## src/rtl/encoder_pkg.sv

```systemverilog
// Shared encodings for the RV32I instruction encoder: opcodes, ALU control codes,
// request classes and error codes.
package encoder_pkg;

    localparam logic [6:0] OP_R      = 7'b0110011;
    localparam logic [6:0] OP_IMM    = 7'b0010011;
    localparam logic [6:0] OP_LOAD   = 7'b0000011;
    localparam logic [6:0] OP_BRANCH = 7'b1100011;

    // Same codes the core's ALU control path decodes into.
    localparam logic [2:0] ALU_ADD = 3'b000;
    localparam logic [2:0] ALU_SUB = 3'b001;
    localparam logic [2:0] ALU_AND = 3'b010;
    localparam logic [2:0] ALU_OR  = 3'b011;
    localparam logic [2:0] ALU_SLT = 3'b101;

    localparam logic [31:0] NOP = 32'h0000_0013;

    typedef enum logic [1:0] {
        CLS_R      = 2'b00,
        CLS_I      = 2'b01,
        CLS_LOAD   = 2'b10,
        CLS_BRANCH = 2'b11
    } instr_class_e;

    typedef enum logic [1:0] {
        ERR_NONE      = 2'b00,
        ERR_ALU_OP    = 2'b01,
        ERR_IMM_RANGE = 2'b10,
        ERR_BR_ALIGN  = 2'b11
    } err_code_e;

    function automatic logic [2:0] alu_funct3(input logic [2:0] op);
        logic [2:0] f3;
        f3 = 3'b000;
        case (op)
            ALU_SLT: f3 = 3'b010;
            ALU_OR:  f3 = 3'b110;
            ALU_AND: f3 = 3'b111;
            default: f3 = 3'b000;
        endcase
        return f3;
    endfunction

endpackage

```

## src/rtl/sync_fifo.sv

```systemverilog
// Single-clock FIFO with first-word-visible head; push is ignored when full.
module sync_fifo #(
    parameter int WIDTH = 64,
    parameter int DEPTH = 4
) (
    input  logic                       clk_i,
    input  logic                       rst_ni,
    input  logic                       push_i,
    input  logic [WIDTH-1:0]           data_i,
    input  logic                       pop_i,
    output logic [WIDTH-1:0]           data_o,
    output logic                       full_o,
    output logic                       empty_o,
    output logic [$clog2(DEPTH+1)-1:0] count_o
);
    localparam int AW = $clog2(DEPTH);
    localparam int CW = $clog2(DEPTH+1);

    logic [WIDTH-1:0] mem_q [DEPTH];
    logic [AW-1:0]    wr_ptr_q, wr_ptr_d;
    logic [AW-1:0]    rd_ptr_q, rd_ptr_d;
    logic [CW-1:0]    count_q, count_d;
    logic             push_ok, pop_ok;

    assign full_o  = (count_q == CW'(DEPTH));
    assign empty_o = (count_q == '0);
    assign count_o = count_q;
    assign data_o  = mem_q[rd_ptr_q];

    always_comb begin
        push_ok  = push_i & ~full_o;
        pop_ok   = pop_i & ~empty_o;
        wr_ptr_d = push_ok ? wr_ptr_q + AW'(1) : wr_ptr_q;
        rd_ptr_d = pop_ok ? rd_ptr_q + AW'(1) : rd_ptr_q;
        count_d  = count_q;
        case ({push_ok, pop_ok})
            2'b10:   count_d = count_q + CW'(1);
            2'b01:   count_d = count_q - CW'(1);
            default: count_d = count_q;
        endcase
    end

    always_ff @(posedge clk_i or negedge rst_ni) begin
        if (!rst_ni) begin
            wr_ptr_q <= '0;
            rd_ptr_q <= '0;
            count_q  <= '0;
        end else begin
            wr_ptr_q <= wr_ptr_d;
            rd_ptr_q <= rd_ptr_d;
            count_q  <= count_d;
        end
    end

    // Storage needs no reset: occupancy alone decides what is visible.
    always_ff @(posedge clk_i) begin
        if (push_ok) begin
            mem_q[wr_ptr_q] <= data_i;
        end
    end

endmodule

```

## src/rtl/instr_encoder.sv

```systemverilog
// Encodes field-level requests into RV32I words, tags each with a byte address and
// queues {word, addr}; an illegal request halts intake until err_clear_i.
module instr_encoder
    import encoder_pkg::*;
#(
    parameter int          DEPTH     = 4,
    parameter logic [31:0] BASE_ADDR = 32'h0000_0000
) (
    input  logic                       clk_i,
    input  logic                       rst_ni,
    input  logic                       in_valid_i,
    output logic                       in_ready_o,
    input  logic [1:0]                 type_i,
    input  logic [2:0]                 alu_op_i,
    input  logic [4:0]                 rd_i,
    input  logic [4:0]                 rs1_i,
    input  logic [4:0]                 rs2_i,
    input  logic [31:0]                imm_i,
    output logic                       out_valid_o,
    input  logic                       out_ready_i,
    output logic [31:0]                instr_o,
    output logic [31:0]                addr_o,
    output logic [$clog2(DEPTH+1)-1:0] count_o,
    output logic                       err_o,
    output logic [1:0]                 err_code_o,
    input  logic                       err_clear_i
);
    localparam int CW = $clog2(DEPTH+1);

    localparam logic [0:0] ST_RUN  = 1'b0;
    localparam logic [0:0] ST_HALT = 1'b1;

    logic [0:0]   state_q, state_d;
    err_code_e    err_code_q, err_code_d;
    logic [31:0]  next_addr_q, next_addr_d;

    instr_class_e cls;
    logic         op_known;
    logic         imm12_ok, br_range_ok;
    logic [2:0]   funct3;
    logic [6:0]   funct7;
    logic [31:0]  enc_word;
    err_code_e    enc_err;
    logic         accept, push, pop;

    logic         fifo_full, fifo_empty;
    logic [63:0]  fifo_head;
    logic [CW-1:0] fifo_count;

    always_comb begin
        cls         = instr_class_e'(type_i);
        funct3      = alu_funct3(alu_op_i);
        funct7      = (alu_op_i == ALU_SUB) ? 7'b0100000 : 7'b0000000;
        imm12_ok    = ($signed(imm_i) >= -32'sd2048) && ($signed(imm_i) <= 32'sd2047);
        br_range_ok = ($signed(imm_i) >= -32'sd4096) && ($signed(imm_i) <= 32'sd4094);
        op_known    = (alu_op_i == ALU_ADD) || (alu_op_i == ALU_SUB) || (alu_op_i == ALU_AND)
                   || (alu_op_i == ALU_OR)  || (alu_op_i == ALU_SLT);

        enc_word = NOP;
        enc_err  = ERR_NONE;
        // Checks run in priority order: bad op, then range, then branch alignment.
        unique case (cls)
            CLS_R: begin
                enc_word = {funct7, rs2_i, rs1_i, funct3, rd_i, OP_R};
                if (!op_known) enc_err = ERR_ALU_OP;
            end
            CLS_I: begin
                enc_word = {imm_i[11:0], rs1_i, funct3, rd_i, OP_IMM};
                if (!op_known || alu_op_i == ALU_SUB) enc_err = ERR_ALU_OP;
                else if (!imm12_ok)                   enc_err = ERR_IMM_RANGE;
            end
            CLS_LOAD: begin
                enc_word = {imm_i[11:0], rs1_i, 3'b010, rd_i, OP_LOAD};
                if (!imm12_ok) enc_err = ERR_IMM_RANGE;
            end
            CLS_BRANCH: begin
                enc_word = {imm_i[12], imm_i[10:5], rs2_i, rs1_i, 3'b000,
                            imm_i[4:1], imm_i[11], OP_BRANCH};
                if (!br_range_ok)  enc_err = ERR_IMM_RANGE;
                else if (imm_i[0]) enc_err = ERR_BR_ALIGN;
            end
            default: enc_err = ERR_NONE;
        endcase
    end

    assign in_ready_o = (state_q == ST_RUN) & ~fifo_full;
    assign accept     = in_valid_i & in_ready_o;
    assign push       = accept & (enc_err == ERR_NONE);
    assign pop        = out_valid_o & out_ready_i;

    always_comb begin
        state_d     = state_q;
        err_code_d  = err_code_q;
        next_addr_d = push ? next_addr_q + 32'd4 : next_addr_q;
        case (state_q)
            ST_RUN: begin
                if (accept && enc_err != ERR_NONE) begin
                    state_d    = ST_HALT;
                    err_code_d = enc_err;
                end
            end
            default: begin
                if (err_clear_i) begin
                    state_d    = ST_RUN;
                    err_code_d = ERR_NONE;
                end
            end
        endcase
    end

    always_ff @(posedge clk_i or negedge rst_ni) begin
        if (!rst_ni) begin
            state_q     <= ST_RUN;
            err_code_q  <= ERR_NONE;
            next_addr_q <= BASE_ADDR;
        end else begin
            state_q     <= state_d;
            err_code_q  <= err_code_d;
            next_addr_q <= next_addr_d;
        end
    end

    sync_fifo #(
        .WIDTH (64),
        .DEPTH (DEPTH)
    ) u_fifo (
        .clk_i   (clk_i),
        .rst_ni  (rst_ni),
        .push_i  (push),
        .data_i  ({enc_word, next_addr_q}),
        .pop_i   (pop),
        .data_o  (fifo_head),
        .full_o  (fifo_full),
        .empty_o (fifo_empty),
        .count_o (fifo_count)
    );

    assign out_valid_o = ~fifo_empty;
    assign instr_o     = fifo_empty ? NOP : fifo_head[63:32];
    assign addr_o      = fifo_empty ? 32'h0 : fifo_head[31:0];
    assign count_o     = fifo_count;
    assign err_o       = (state_q == ST_HALT);
    assign err_code_o  = err_code_q;

endmodule

```

## config.mk

```make
export PLATFORM = sky130hd
export DESIGN_NAME = instr_encoder
export DESIGN_NICKNAME = d
export VERILOG_FILES = /design/src/rtl/encoder_pkg.sv /design/src/rtl/sync_fifo.sv /design/src/rtl/instr_encoder.sv
export SDC_FILE = /design/constraint.sdc
export NUM_CORES = 1
export LEC_CHECK = 0
export CORE_MARGIN = 2
export CORE_UTILIZATION = 30
export CTS_BUF_LIST = sky130_fd_sc_hd__clkbuf_8
export CTS_CLUSTER_SIZE = 8
export DETAILED_ROUTE_END_ITERATION = 16
export PLACE_DENSITY = 0.49
export RECOVER_POWER = 50
export SYNTH_ARGS = -nofsm -noshare
export SYNTH_HDL_FRONTEND = slang
export SYNTH_SLANG_ARGS = --single-unit
export TNS_END_PERCENT = 10
```

## constraint.sdc

```tcl
create_clock -name clk_i -period 4.55 [get_ports clk_i]
set_input_delay 0.91 -clock clk_i [delete_from_list [all_inputs] [get_ports clk_i]]
set_output_delay 0.91 -clock clk_i [all_outputs]
set_load 0.02 [all_outputs]
```

-- Word-level counts from Yosys, hierarchy flattened
Memories as Yosys holds them, arrays and structs flattened.
Cells that the tools add are included.
- input bits: 57
- memories: 1
- bits in registers: 42
- bits in read-only memories: 0
- latch bits: 0
- memory bits (writable): 256
- memories (memory ; depth ; width ; rd ports ; clocked after memory_dff ; write ports ; line ; source):
    u_fifo.mem_q ; 4 ; 64 ; 1 ; 0 ; 1 ; sync_fifo.sv:19 ; logic [WIDTH-1:0] mem_q [DEPTH];
- multiplexer cells: 20
- $add $sub $neg: 5
- shifts and indexed selects: 0
- bitwise operators: 9
- $mul: 0
- magnitude comparators: 4
- equality and inequality tests: 11
- reduce and logical (&&, ||, !) cells: 17
- div/mod/pow operators: 0
- operators by type and width (cell ; count):
    case mux 32 bit (4 select lines) ; 1
    two-way mux 32 bit ; 2
    adder 32 x 3 -> 32 bit, second input constant ; 1
    >= comparator 32 x 12 -> 1 bit, second input constant ; 1
    >= comparator 32 x 13 -> 1 bit, second input constant ; 1
    <= comparator 32 x 12 -> 1 bit, second input constant ; 1
    <= comparator 32 x 13 -> 1 bit, second input constant ; 1
    two-way mux 2 bit ; 7
    case mux 3 bit (3 select lines) ; 1
    case mux 2 bit (4 select lines) ; 1
    AND 1 bit ; 6
    equality test 2 bit, second input constant ; 3
    equality test 3 x 2 -> 1 bit, second input constant ; 2
    equality test 3 bit, second input constant ; 2
    logical NOT 3 bit ; 2
    two-way mux 1 bit ; 6
    two-way mux 6 bit ; 1
    case mux 3 bit (2 select lines) ; 1
    nonzero test 2 bit ; 3
    logical OR 1 bit ; 5
    adder 2 x 1 -> 2 bit, second input constant ; 2
    equality test 2 x 1 -> 1 bit, second input constant ; 2
    logical NOT 2 bit ; 2
    adder 3 x 1 -> 3 bit, second input constant ; 1
    7 further kinds ; 11

-- Depth between registers and ports, before layout
Gate-level depths: netlist of the first run.
- depth in word-level cells: 14
- gate-level depth with buffers: 13
- gate-level depth less buffers: 12

-- By module
A second synthesis of the first run with hierarchy kept.
- cells, all modules: 670
- area, all modules: 12288.0 µm²
- modules (own cells, without submodules) (module ; cells each ; instances ; area an instance (µm²)):
    sync_fifo ; 371 ; 1 ; 9655.5
    instr_encoder ; 299 ; 1 ; 2632.5

-- Least setup slack after synthesis of the first run
OpenSTA, ideal clock, no wires.
- path type: input -> register
- from: input imm_i[26]
- to: memory u_fifo.mem_q[0][10], enable pin
- setup slack: 521 ps
- arrival: 3608 ps
- stages: 7
- setup time: 422 ps
- cell sequence: nor4_1 -> nand3_1 -> o2bb2a_2 -> o21a_1 -> nor4_4 -> buf_4 -> and2_1
- longest elaborated chain between the ends: 10
- ends and longest elaborated chain (item ; line ; source):
    start: declaration ; instr_encoder.sv:18 ; input logic [31:0] imm_i,
    >= comparator 32 x 12 -> 1 bit / <= comparator 32 x 12 -> 1 bit (equally long branches) ; instr_encoder.sv:54 ; imm12_ok = ($signed(imm_i) >= -32'sd2048) && ($signed(imm_i) <= 32'sd2047);
    logical AND 1 bit ; instr_encoder.sv:54 ;
    two-way mux 2 bit ; instr_encoder.sv:70, instr_encoder.sv:74 ;
    two-way mux 2 bit ; instr_encoder.sv:69 ; if (!op_known || alu_op_i == ALU_SUB) enc_err = ERR_ALU_OP;
    case mux 2 bit (4 select lines) (*) ; instr_encoder.sv:62 ; unique case (cls)
    logical NOT 2 bit (*) ; instr_encoder.sv:88 ; assign push = accept & (enc_err == ERR_NONE);
    AND 1 bit (*) ; instr_encoder.sv:88 ;
    AND 1 bit (*) ; sync_fifo.sv:31 ; push_ok = push_i & ~full_o;
    two-way mux 1 bit (*) ; sync_fifo.sv:57 ; if (push_ok) begin
    two-way mux 1 bit (not written as such) (*) ; sync_fifo.sv:58 ; mem_q[wr_ptr_q] <= data_i;
    end: declaration ; sync_fifo.sv:19 ;
Mark *: on every way between the ends. The rest lies on a longest branch, timed or not.

-- Worst setup path in the final report of the first run
- from: register u_fifo.rd_ptr_q[0]
- to: output addr_o[30]
- longest elaborated chain between the ends: 2
- ends and longest elaborated chain (item ; line ; source):
    start: declaration ; sync_fifo.sv:21 ; logic [AW-1:0] rd_ptr_q, rd_ptr_d;
    start signal: assignment ; sync_fifo.sv:50 ; rd_ptr_q <= rd_ptr_d;
    memory read (4 x 64 bit) ; - ;
    two-way mux 32 bit ; instr_encoder.sv:140 ; assign addr_o = fifo_empty ? 32'h0 : fifo_head[31:0];
    end: declaration ; instr_encoder.sv:22 ; output logic [31:0] addr_o,
No other way between the ends.

==> results.md, run 1 <==
- Total GRT Usage: 13.4%
- Hold buffers post-CTS: 0
- Clock Sinks: 272
- Postcts setup bufs: 0
- H-tree depth: 2
- Synth cell types: 47
- Leakage: 4.81 nW
- Adder-cell share of the synthesized area: 1.29%
- Post-cts resize count: 0
- Post-Synth Simple-Gate Area: 9.63%
- Die area: 39100 um^2
- Row cnt: 70
- Placer Congestion: 0.798
- Crit path time final: 3.86 ns
- Root Driver: clkbuf_8
- Final hold violations: 0
- Via-per-instance ratio: 4.73
- Number of port buffers: 122
- Drt initial violations: 331
- Clk_skew: 0.0241 ns
- Largest family of logic cells by synthesized area: multiplexers
- Critical Path AT: 2.95 ns
- Final period utilization: 84.8%
- Slew @ Worst Pin: 2.31 ns
- PnR Total Power: 0.00828 W
- Die Width: 198 um
- Crit path kind: register to output port
- PD cells: 594 nW/um^2
- Number of synthesized flops with an enable pin: 232
- Final nets: 858
- Post-DRT Antenna Nets: 0
- Top Metal Used: met4
- DRC violations left: 0
- Initial antenna violation count: 0
- Clock Latency Late Sink: 0.57 ns
- Routed length on met1: 11400 um
- Worst-path fanout max: 22
- Setup TNS: 0 ns
- Slew Viols, Final: 41
- Vias in the first global route: 6753
- Hold WC Path Type: register to register
- Crit. End Element: output port
- Cells after Synth: 628
- Met3 WL post-DR: 1440 um
- CTS max path bufs: 3
- Most frequent cells in the layout: edfxtp_1 (232), clkdlybuf4s50_1 (107), and2_1 (61)
- Met2 WL: 12500 um
- Main synth FF type: edfxtp_1
- Final setup violation count: 0
- Hold slack: 0.509 ns
- Die Y: 198 um
- Share of cells above drive strength 1: 18.5%
- Core area: 36800 um^2
- Register clock-pin slew on the reported worst setup and hold paths: 0.06 ns
- Fillers: 3441
- Complex-gate fraction of the synthesized area: 1.76%
- Int Power: 0.00565 W
- Worst slew margin: -54.0%
- Combinational share of power: 35.5%
- Ports: 129
- Switch Pwr: 0.00263 W
- Mean area per synthesized cell: 17.9 um^2
- Drt total wl: 25800 um
- Proportion of synthesized area in mux cells: 11.8%
- Sw Ratio: 31.7%
- Initial Util: 30.6%
- Failing checks: capacitance limit, slew limit
- Startpoint Class: register
- VDD IR max: 0.274 mV
- WP data required: 3.64 ns
- RSZ-0062 raised after global routing: no
- Commonest non-fill, non-tap cell in the layout: edfxtp_1
- Global route overflow: 0
- Seq/Total Area, Yosys: 70.7%
- Area Overhead vs Synth: 23.8%
- Clock power frac: 26.2%
- Maxcap violations: 1
- Cts bufs inserted: 47
- First-pass GRT wire length: 39700 um
- Avg WL per Cell: 19.9 um
- Post-synth ARST share: 14.7%
- Antenna Cells: 0
- DP HPWL: 16800 um
- DR pass1 iterations: 6
- Status: finished with violations
- Post-Syn Area: 11300 um^2
- Syn. warnings: 0
- Vias: 6131
- Reg power frac: 38.3%
- Largest net degree at the start of global routing: 41
- Max Clock Freq: 0.259 GHz
- XOR/XNOR Fraction of Synth Area: 2.80%
- FF+latch count, synth: 272
- CTS tree: yes
[power by group through the flow]
stage / Clock, W / Sequential [W] / Combinational, W
final: 0.00217 / 0.00317 / 0.00294
after global routing: 0.00237 / 0.00321 / 0.00318
after CTS: 0.00226 / 0.00318 / 0.00307
after detailed placement: 0 / 0.00323 / 0.00305
after global placement: 0 / 0.00321 / 0.00303
after floorplan: 0 / 0.00313 / 0.00179
[cell families (layout without fill, tap and decap cells)]
logic type,Yosys count,in the layout
xor+xnor,36,36
flops,272,272
fa+ha+maj,11,11
buf+inv,45,242
mux,60,60
other cells,2,6
compound gates,25,25
simple gates,177,177
[metal layers]
metal  track usage (%)  up-vias
met3              2.88       41
met2              22.7      169
li1                  -     2763
met1              17.3     3158
met5                 0        -
met4              3.73        0
[synthesized netlist by cell type, types with 2 or more instances]
| library cell | instances | area share, % |
|---|---|---|
| and2_1 | 71 | 3.9 |
| dfrtp_1 | 40 | 8.9 |
| o21ai_0 | 3 | 0.13 |
| ha_1 | 10 | 1.1 |
| nor4_2 | 2 | 0.22 |
| xnor2_1 | 32 | 2.5 |
| edfxtp_1 | 232 | 62 |
| nor3_2 | 2 | 0.18 |
| nand3_1 | 20 | 0.89 |
| conb_1 | 2 | 0.067 |
| nor2_1 | 12 | 0.40 |
| a31oi_1 | 2 | 0.11 |
| nand2_1 | 16 | 0.53 |
| xor2_1 | 4 | 0.31 |
| buf_2 | 6 | 0.27 |
| or2_2 | 3 | 0.17 |
| inv_1 | 14 | 0.47 |
| nor2b_1 | 4 | 0.22 |
| nand4_1 | 15 | 0.83 |
| buf_4 | 7 | 0.47 |
| and3_1 | 9 | 0.50 |
| nor4_1 | 4 | 0.22 |
| clkbuf_1 | 15 | 0.50 |
| nand4_2 | 3 | 0.33 |
| mux4_2 | 58 | 12 |
| nor3_1 | 5 | 0.22 |
| a21oi_1 | 3 | 0.13 |
| buf_6 | 2 | 0.20 |
| nand3_2 | 4 | 0.36 |
| or3_1 | 2 | 0.11 |
| a22o_1 | 10 | 0.78 |
[flip-flops by register name (all words and copies together), names as in the netlist]
register,cells
u_fifo.rd_ptr_q,2
err_code_o,2
next_addr_q,30
u_fifo.mem_q,232
u_fifo.count_o,3
err_o,1
u_fifo.wr_ptr_q,2
[worst max-delay path, cell delays in order, from the launching register on]
cell and delay (ns):
dfrtp_4 0.73, buf_4 0.35, mux4_2 0.60, and2_1 0.19, clkdlybuf4s50_1 0.53
[per-stage QoR]
| stage | std cells | utilization (%) | setup slack (ns) | area (um^2) |
|---|---|---|---|---|
| CTS | 1297 | 38.1 | 0.591 | 14000 |
| global placement | 1209 | 35.5 | 0.501 | 13100 |
| floorplan | 632 | - | 0.521 | 11300 |
| detailed placement | 1209 | 35.5 | 0.423 | 13100 |
| finish | 1297 | 37.9 | 0.691 | 13900 |
| global route | 1297 | 37.9 | 0.503 | 13900 |
[cell type report]
cell class / count / area [um^2] / area share, %
clock buffers: 54 / 743 / 5.33
repair buffers: 140 / 1360 / 9.77
clock inverters: 34 / 203 / 1.45
well taps: 468 / 586 / 4.20
multi-input cells: 315 / 3020 / 21.7
flip-flops and latches: 272 / 7970 / 57.2
inverters: 14 / 52.6 / 0.377
[worst paths after layout]
check	cells past startpoint	slack (ns)	to	startpoint
max	4	0.69	addr_o[30]	u_fifo.rd_ptr_q[0]
max in group asynchronous	1	1.87	u_fifo.rd_ptr_q[0]	rst_ni
min reg2reg	2	0.51	err_code_o[0]	err_code_o[0]
max reg2reg	7	1.53	u_fifo.mem_q[0][49]	u_fifo.count_o[0]
min	2	0.51	err_code_o[0]	err_code_o[0]
min in group asynchronous	1	1.03	next_addr_q[14]	rst_ni
Power figures use the tool's default switching activity.
==> run 2, diff against run 1 <==
- clock period: 4.55 -> 3.8 ns (I/O delays scaled with it)
==> run 2 against run 1 <==
Compared with the run above: the run still ends with capacitance limit, slew limit left; count of clock-buffer cells in the layout decreased by 1; clock skew increased by 0.00067 ns; worst setup slack got worse by 0.45 ns; wire length increased by 0.19%; first-iteration DRC count decreased by 1.5%; register-to-register slack got worse by 0.62 ns; non-clock buffer count increased by 14; via count increased by 0.59%; critical path depth unchanged; design area increased by 0.50%; sequential share of layout area decreased by 0.29 points; clock power increased by 9%; critical endpoint is now addr_o[14]; highest routed layer is now met5.
==> results.md, run 2 (synthesis gave the netlist of run 1 again) <==
- CTS tree: yes (unchanged)
- VDD IR max: 0.286 mV (was 0.274 mV)
- Cell area after layout: 14000 um^2 (was 13900 um^2)
- Final period utilization: 93.7%
- Hold WC Path Type: register to register (unchanged)
- Final hold violations: 0 (unchanged)
- Worst-path fanout max: 22 (unchanged)
- Root Driver: clkbuf_8 (unchanged)
- Slew @ Worst Pin: 2.31 ns (about the same)
- Initial antenna violation count: 2 (was 0)
- Failing checks: capacitance limit, slew limit (unchanged)
- Crit path launch: u_fifo.rd_ptr_q[0] (unchanged)
- Avg WL per Cell: 19.8 um (was 19.9 um)
- Startpoint Class: register (unchanged)
- Initial Util: 30.6% (unchanged)
- Largest net degree at the start of global routing: 42 (was 41)
- Critical Path AT: 2.80 ns (was 2.95 ns)
- Reg2reg path depth: 7 (unchanged)
- DP HPWL: 16900 um (was 16800 um)
- Final nets: 871 (was 858)
- Die Y: 198 um (unchanged)
- Commonest non-fill, non-tap cell in the layout: edfxtp_1 (unchanged)
- Slowest CP cell: dfrtp_4 (unchanged)
- Largest Register: u_fifo.mem_q (unchanged)
- Most frequent cells in the layout: edfxtp_1 (232), clkdlybuf4s50_1 (108), and2_1 (61) (was edfxtp_1 (232), clkdlybuf4s50_1 (107), and2_1 (61))
- Slew Viols, Final: 41 (unchanged)
- Postcts setup bufs: 0 (unchanged)
- Leakage: 4.83 nW (was 4.81 nW)
- Maxcap violations: 1 (unchanged)
- Core area: 36800 um^2 (unchanged)
- Worst slew margin: -54.2% (was -54.0%)
- R2r endpoint: u_fifo.mem_q[3][24] (was u_fifo.mem_q[0][49])
- Setup TNS: 0 ns (unchanged)
- Post-DP Area: 13200 um^2 (was 13100 um^2)
- Clock Sinks: 272 (unchanged)
- Crit path kind: register to output port (unchanged)
- Reg2Reg Setup Slack: 0.91 ns (was 1.53 ns)
- PnR Total Power: 0.00976 W (was 0.00828 W)
- Placed Instances: 1223 (was 1209)
- Worst Setup EP: addr_o[14] (was addr_o[30])
- Vias in the first global route: 6859 (was 6753)
- Max Clock Freq: 0.281 GHz
- Clk_skew: 0.0247 ns (was 0.0241 ns)
- First-pass GRT wire length: 39300 um (was 39700 um)
- RSZ-0062 raised after global routing: no (unchanged)
- Global route overflow: 0 (unchanged)
- CTS max path bufs: 3 (unchanged)
- Share of cells above drive strength 1: 19.4% (was 18.5%)
- Cts bufs inserted: 46 (was 47)
- PD cells: 696 nW/um^2 (was 594 nW/um^2)
- H-tree depth: 2 (unchanged)
- Status: finished with violations (unchanged)
- Reg2reg start: u_fifo.count_o[0] (unchanged)
- Total GRT Usage: 13.3% (was 13.4%)
- Number of flip-flops under the largest register name: 232 (unchanged)
- Crit. End Element: output port (unchanged)
- Die area: 39100 um^2 (unchanged)
- Drt total wl: 25800 um (about the same)
- Drt initial violations: 326 (was 331)
- Via-per-instance ratio: 4.73 (about the same)
- Row cnt: 70 (unchanged)
- Ports: 129 (unchanged)
- Post-DRT Antenna Nets: 0 (unchanged)
- Area Overhead vs Synth: 24.4% (was 23.8%)
- Final setup violation count: 0 (unchanged)
- DRC violations left: 0 (unchanged)
- DR pass1 iterations: 4 (was 6)
- WP data required: 3.04 ns (was 3.64 ns)
- Die Width: 198 um (unchanged)
- Number of port buffers: 122 (unchanged)
- Slowest stage delay, CP: 0.72 ns (was 0.73 ns)
- Crit path time final: 3.56 ns
- Final cell count without fillers: 1304 (was 1297)
- Worst hold path depth: 2 (unchanged)
- Post-cts resize count: 0 (unchanged)
- Clock Latency Late Sink: 0.55 ns (was 0.57 ns)
- Placer Congestion: 0.825 (was 0.798)
- Critical-path cell list: buf_4 -> mux4_2 -> and2_1 -> clkdlybuf4s50_1 (unchanged)
- Hold buffers post-CTS: 0 (unchanged)
- Antenna Cells: 0 (unchanged)
- Register clock-pin slew on the reported worst setup and hold paths: 0.06 ns (about the same)
- Vias: 6167 (was 6131)
[run 2: changes by cell type in the layout (fill, tap and decap cells not counted), sizes merged]
cell,previous run,this run
inv,35,26
buf,18,26
bufinv,2,0
clkdlybuf4s50,107,108
dlygate4sd3,14,13
clkinv,11,15
clkbuf,55,60
clkinvlp,0,1
[run 2: critical path, delay by kind of cell (launching register included)]
| kind | cells | cell delay (ns) |
|---|---|---|
| DFF | 1 | 0.72 |
| muxes | 1 | 0.52 |
| buffers and inverters | 2 | 0.81 |
| and+or+nand+nor | 1 | 0.19 |
[run 2: report_power, final]
group	leakage [nW]	total (W)	switching [W]	internal [W]
Combinational	1.68	0.00360	0.00179	0.00182
Sequential	2.67	0.00380	0.000235	0.00356
Clock	0.484	0.00236	0.00110	0.00126
Total	4.83	0.00976	0.00312	0.00664
[run 2: cell type report]
type                            instances  area, um^2
Inverter                               14        52.6
Clock inverter                         28         115
Sequential cell                       272        7970
Clock buffer                           53         729
Multi-Input combinational cell        315        3060
Fill cell                            3432       22800
Timing Repair Buffer                  154        1500
Tap cell                              468         586
[run 2: stage by stage]
stage                     util, %  setup WS [ns]  hold WS [ns]
after CTS                    38.3          0.116         0.370
after floorplan                 -        -0.0794         0.464
after global routing         38.1         0.0728         0.554
after global placement       36.0        -0.0228         0.497
final                        38.1          0.238         0.530
after detailed placement     36.0        -0.0794         0.527
[run 2: worst min path at each step]
stage | from | to | slack [ns]
6_report | err_code_o[1] | err_code_o[1] | 0.53
5_1_grt | err_code_o[1] | err_code_o[1] | 0.55
4_1_cts | rst_ni | next_addr_q[15] | 0.37
3_5_place_dp | err_code_o[1] | err_code_o[1] | 0.53
3_3_place_gp | err_code_o[0] | err_code_o[0] | 0.50
2_1_floorplan | rst_ni | err_code_o[0] | 0.46
[run 2: routing by layer]
metal	GRT usage [%]	wire length [um]	vias to the layer above
met5	0	14	-
met4	3.40	407	2
met3	2.88	1510	43
met2	23.2	12700	168
met1	16.7	11200	3164
li1	-	-	2790
==> run 3, diff against run 2 <==
==> constraint.sdc (replaced) <==
create_clock -name clk_i -period 3.8 [get_ports clk_i]
set_input_delay 1.14 -clock clk_i [delete_from_list [all_inputs] [get_ports clk_i]]
set_output_delay 1.14 -clock clk_i [all_outputs]
set_load 0.02 [all_outputs]
==> run 3 against run 2 <==
Compared with the run above: the flow still finishes with violations (capacitance limit, slew limit); global-route usage is 0.070 points higher; combinational power is 3% higher; via count is 0.54% higher; design area is 2.3% higher; sequential power is 1% lower.
==> results.md, run 3 (synthesis gave the netlist of run 1 again) <==
- CTS tree: yes (unchanged)
- Cell area after layout: 14300 um^2 (was 14000 um^2)
- Die Y: 198 um (unchanged)
- Critical Path AT: 2.55 ns (was 2.80 ns)
- Vias: 6200 (was 6167)
- Reg2reg path depth: 7 (unchanged)
- Avg WL per Cell: 19.5 um (was 19.8 um)
- Final Util: 39.0% (was 38.1%)
- Total GRT Usage: 13.3% (about the same)
- Failing checks: capacitance limit, slew limit (unchanged)
- Largest Register: u_fifo.mem_q (unchanged)
- Cts bufs inserted: 46 (unchanged)
- DRC violations left: 0 (unchanged)
- Worst slew margin: -27.5% (was -54.2%)
- Die Width: 198 um (unchanged)
- Slew @ Worst Pin: 1.91 ns (was 2.31 ns)
- Place WS: -0.332 ns (was -0.0794 ns)
- Placed Instances: 1239 (was 1223)
- Reg2reg start: u_fifo.count_o[0] (unchanged)
- Drt total wl: 25900 um (was 25800 um)
- Met1 usage: 17.0% (was 16.7%)
- R2r endpoint: u_fifo.mem_q[1][25] (was u_fifo.mem_q[3][24])
- Met3 Use GR: 2.61% (was 2.88%)
- Post-DRT Antenna Nets: 0 (unchanged)
- Final cell count without fillers: 1327 (was 1304)
- First-pass GRT wire length: 39800 um (was 39300 um)
- Core area: 36800 um^2 (unchanged)
- Antenna Cells: 0 (unchanged)
- Leakage: 5.00 nW (was 4.83 nW)
- Maxcap violations: 1 (unchanged)
- Via-per-instance ratio: 4.67 (was 4.73)
- Hold buffers post-CTS: 0 (unchanged)
- Post-DP Area: 13400 um^2 (was 13200 um^2)
- Row cnt: 70 (unchanged)
- Status: finished with violations (unchanged)
- Global route overflow: 0 (unchanged)
- Crit path kind: register to output port (unchanged)
- Final hold violations: 0 (unchanged)
- PD cells: 699 nW/um^2 (was 696 nW/um^2)
- Met2 usage: 23.2% (about the same)
- Vias in the first global route: 6921 (was 6859)
- Share of cells above drive strength 1: 21.2% (was 19.4%)
- Worst-path fanout max: 5 (was 22)
- Clock Sinks: 272 (unchanged)
- WP data required: 2.66 ns (was 3.04 ns)
- Initial Util: 30.6% (unchanged)
- Worst Setup EP: instr_o[5] (was addr_o[14])
- Final period utilization: 97.1% (was 93.7%)
- PnR Total Power: 0.0100 W (was 0.00976 W)
- GRT busiest layer: met2 (unchanged)
- Largest net degree at the start of global routing: 33 (was 42)
- Crit path time final: 3.69 ns (was 3.56 ns)
- VDD IR max: 0.245 mV (was 0.286 mV)
- Clock Latency Late Sink: 0.56 ns (was 0.55 ns)
- H-tree depth: 2 (unchanged)
- Die area: 39100 um^2 (unchanged)
- Initial antenna violation count: 0 (was 2)
- Max Clock Freq: 0.271 GHz (was 0.281 GHz)
- DR pass1 iterations: 4 (unchanged)
- Worst hold path depth: 2 (unchanged)
- Final WS setup: 0.111 ns (was 0.238 ns)
- CTS max path bufs: 3 (unchanged)
- Clk_skew: 0.0204 ns (was 0.0247 ns)
- Register clock-pin slew on the reported worst setup and hold paths: 0.06 ns (about the same)
- Root Driver: clkbuf_8 (unchanged)
- Hold WC Path Type: register to register (unchanged)
- Number of flip-flops under the largest register name: 232 (unchanged)
- Startpoint Class: register (unchanged)
- Commonest non-fill, non-tap cell in the layout: edfxtp_1 (unchanged)
- Crit path launch: u_fifo.rd_ptr_q[0] (unchanged)
- DP HPWL: 17100 um (was 16900 um)
- Final setup violation count: 0 (unchanged)
- Ports: 129 (unchanged)
- Reg2Reg Setup Slack: 1.02 ns (was 0.91 ns)
- Number of port buffers: 122 (unchanged)
- Slew Viols, Final: 32 (was 41)
- Drt initial violations: 299 (was 326)
- Crit. End Element: output port (unchanged)
- Area Overhead vs Synth: 27.3% (was 24.4%)
- Final nets: 891 (was 871)
- Placer Congestion: 0.809 (was 0.825)
- RSZ-0062 raised after global routing: yes (was no)
- Most frequent cells in the layout: edfxtp_1 (232), clkdlybuf4s50_1 (108), and2_1 (62) (was edfxtp_1 (232), clkdlybuf4s50_1 (108), and2_1 (61))
==> run 3: cell types whose count changed in the layout (fill, tap and decap cells not counted), moves of 2 or more <==
cell	previous run	this run
clkinv_2	5	1
buf_4	21	31
inv_1	26	30
bufinv_16	0	2
buf_12	5	12
clkbuf_1	6	8
==> run 3: repair_timing <==
item / CTS / global route
buffers inserted: 4 / 0
endpoints found under the setup margin: 58 / 10
gates resized for setup: 1 / 1
==> run 3: how the worst min path moves through the flow <==
| stage | slack, ns | startpoint | end |
|---|---|---|---|
| 6_report | 0.52 | err_code_o[1] | err_code_o[1] |
| 5_1_grt | 0.55 | err_code_o[1] | err_code_o[1] |
| 4_1_cts | 0.52 | err_code_o[1] | err_code_o[1] |
| 3_5_place_dp | 0.51 | err_code_o[1] | err_code_o[1] |
| 3_3_place_gp | 0.50 | err_code_o[1] | err_code_o[1] |
| 2_1_floorplan | 0.49 | next_addr_q[31] | next_addr_q[31] |
==> run 3: metrics by stage <==
stage / setup TNS, ns / hold slack [ns]
2_1_floorplan: -79.94 / 0.489
3_3_place_gp: -66.95 / 0.503
3_5_place_dp: -72.42 / 0.506
4_1_cts: 0 / 0.525
5_1_grt: -0.0312 / 0.551
6_report: 0 / 0.516
==> run 3: layout make-up <==
| cell class | instances | area [um^2] |
|---|---|---|
| well taps | 468 | 586 |
| clock buffers | 54 | 743 |
| flip-flops and latches | 272 | 7980 |
| inverters | 14 | 52.6 |
| multi-input cells | 315 | 3080 |
| fillers | 3406 | 22400 |
| repair buffers | 174 | 1730 |
| clock inverters | 30 | 178 |
==> run 3: per-layer routing <==
layer	share of wire (%)	vias up
met5	0	-
met2	49	157
met3	4.8	53
li1	-	2820
met4	2.0	0
met1	44	3170
==> run 3: power by group <==
part / internal [W] / total [W] / switching, W
logic: 0.00189 / 0.00372 / 0.00183
registers: 0.00356 / 0.00375 / 0.000183
clock network: 0.00143 / 0.00256 / 0.00113
==> run 3: critical path, cell delays in order, from the launching register on <==
cell and delay, ns:
dfrtp_4 0.49, buf_12 0.14, buf_4 0.15, mux4_2 0.49, and2_1 0.21, clkdlybuf4s50_1 0.54
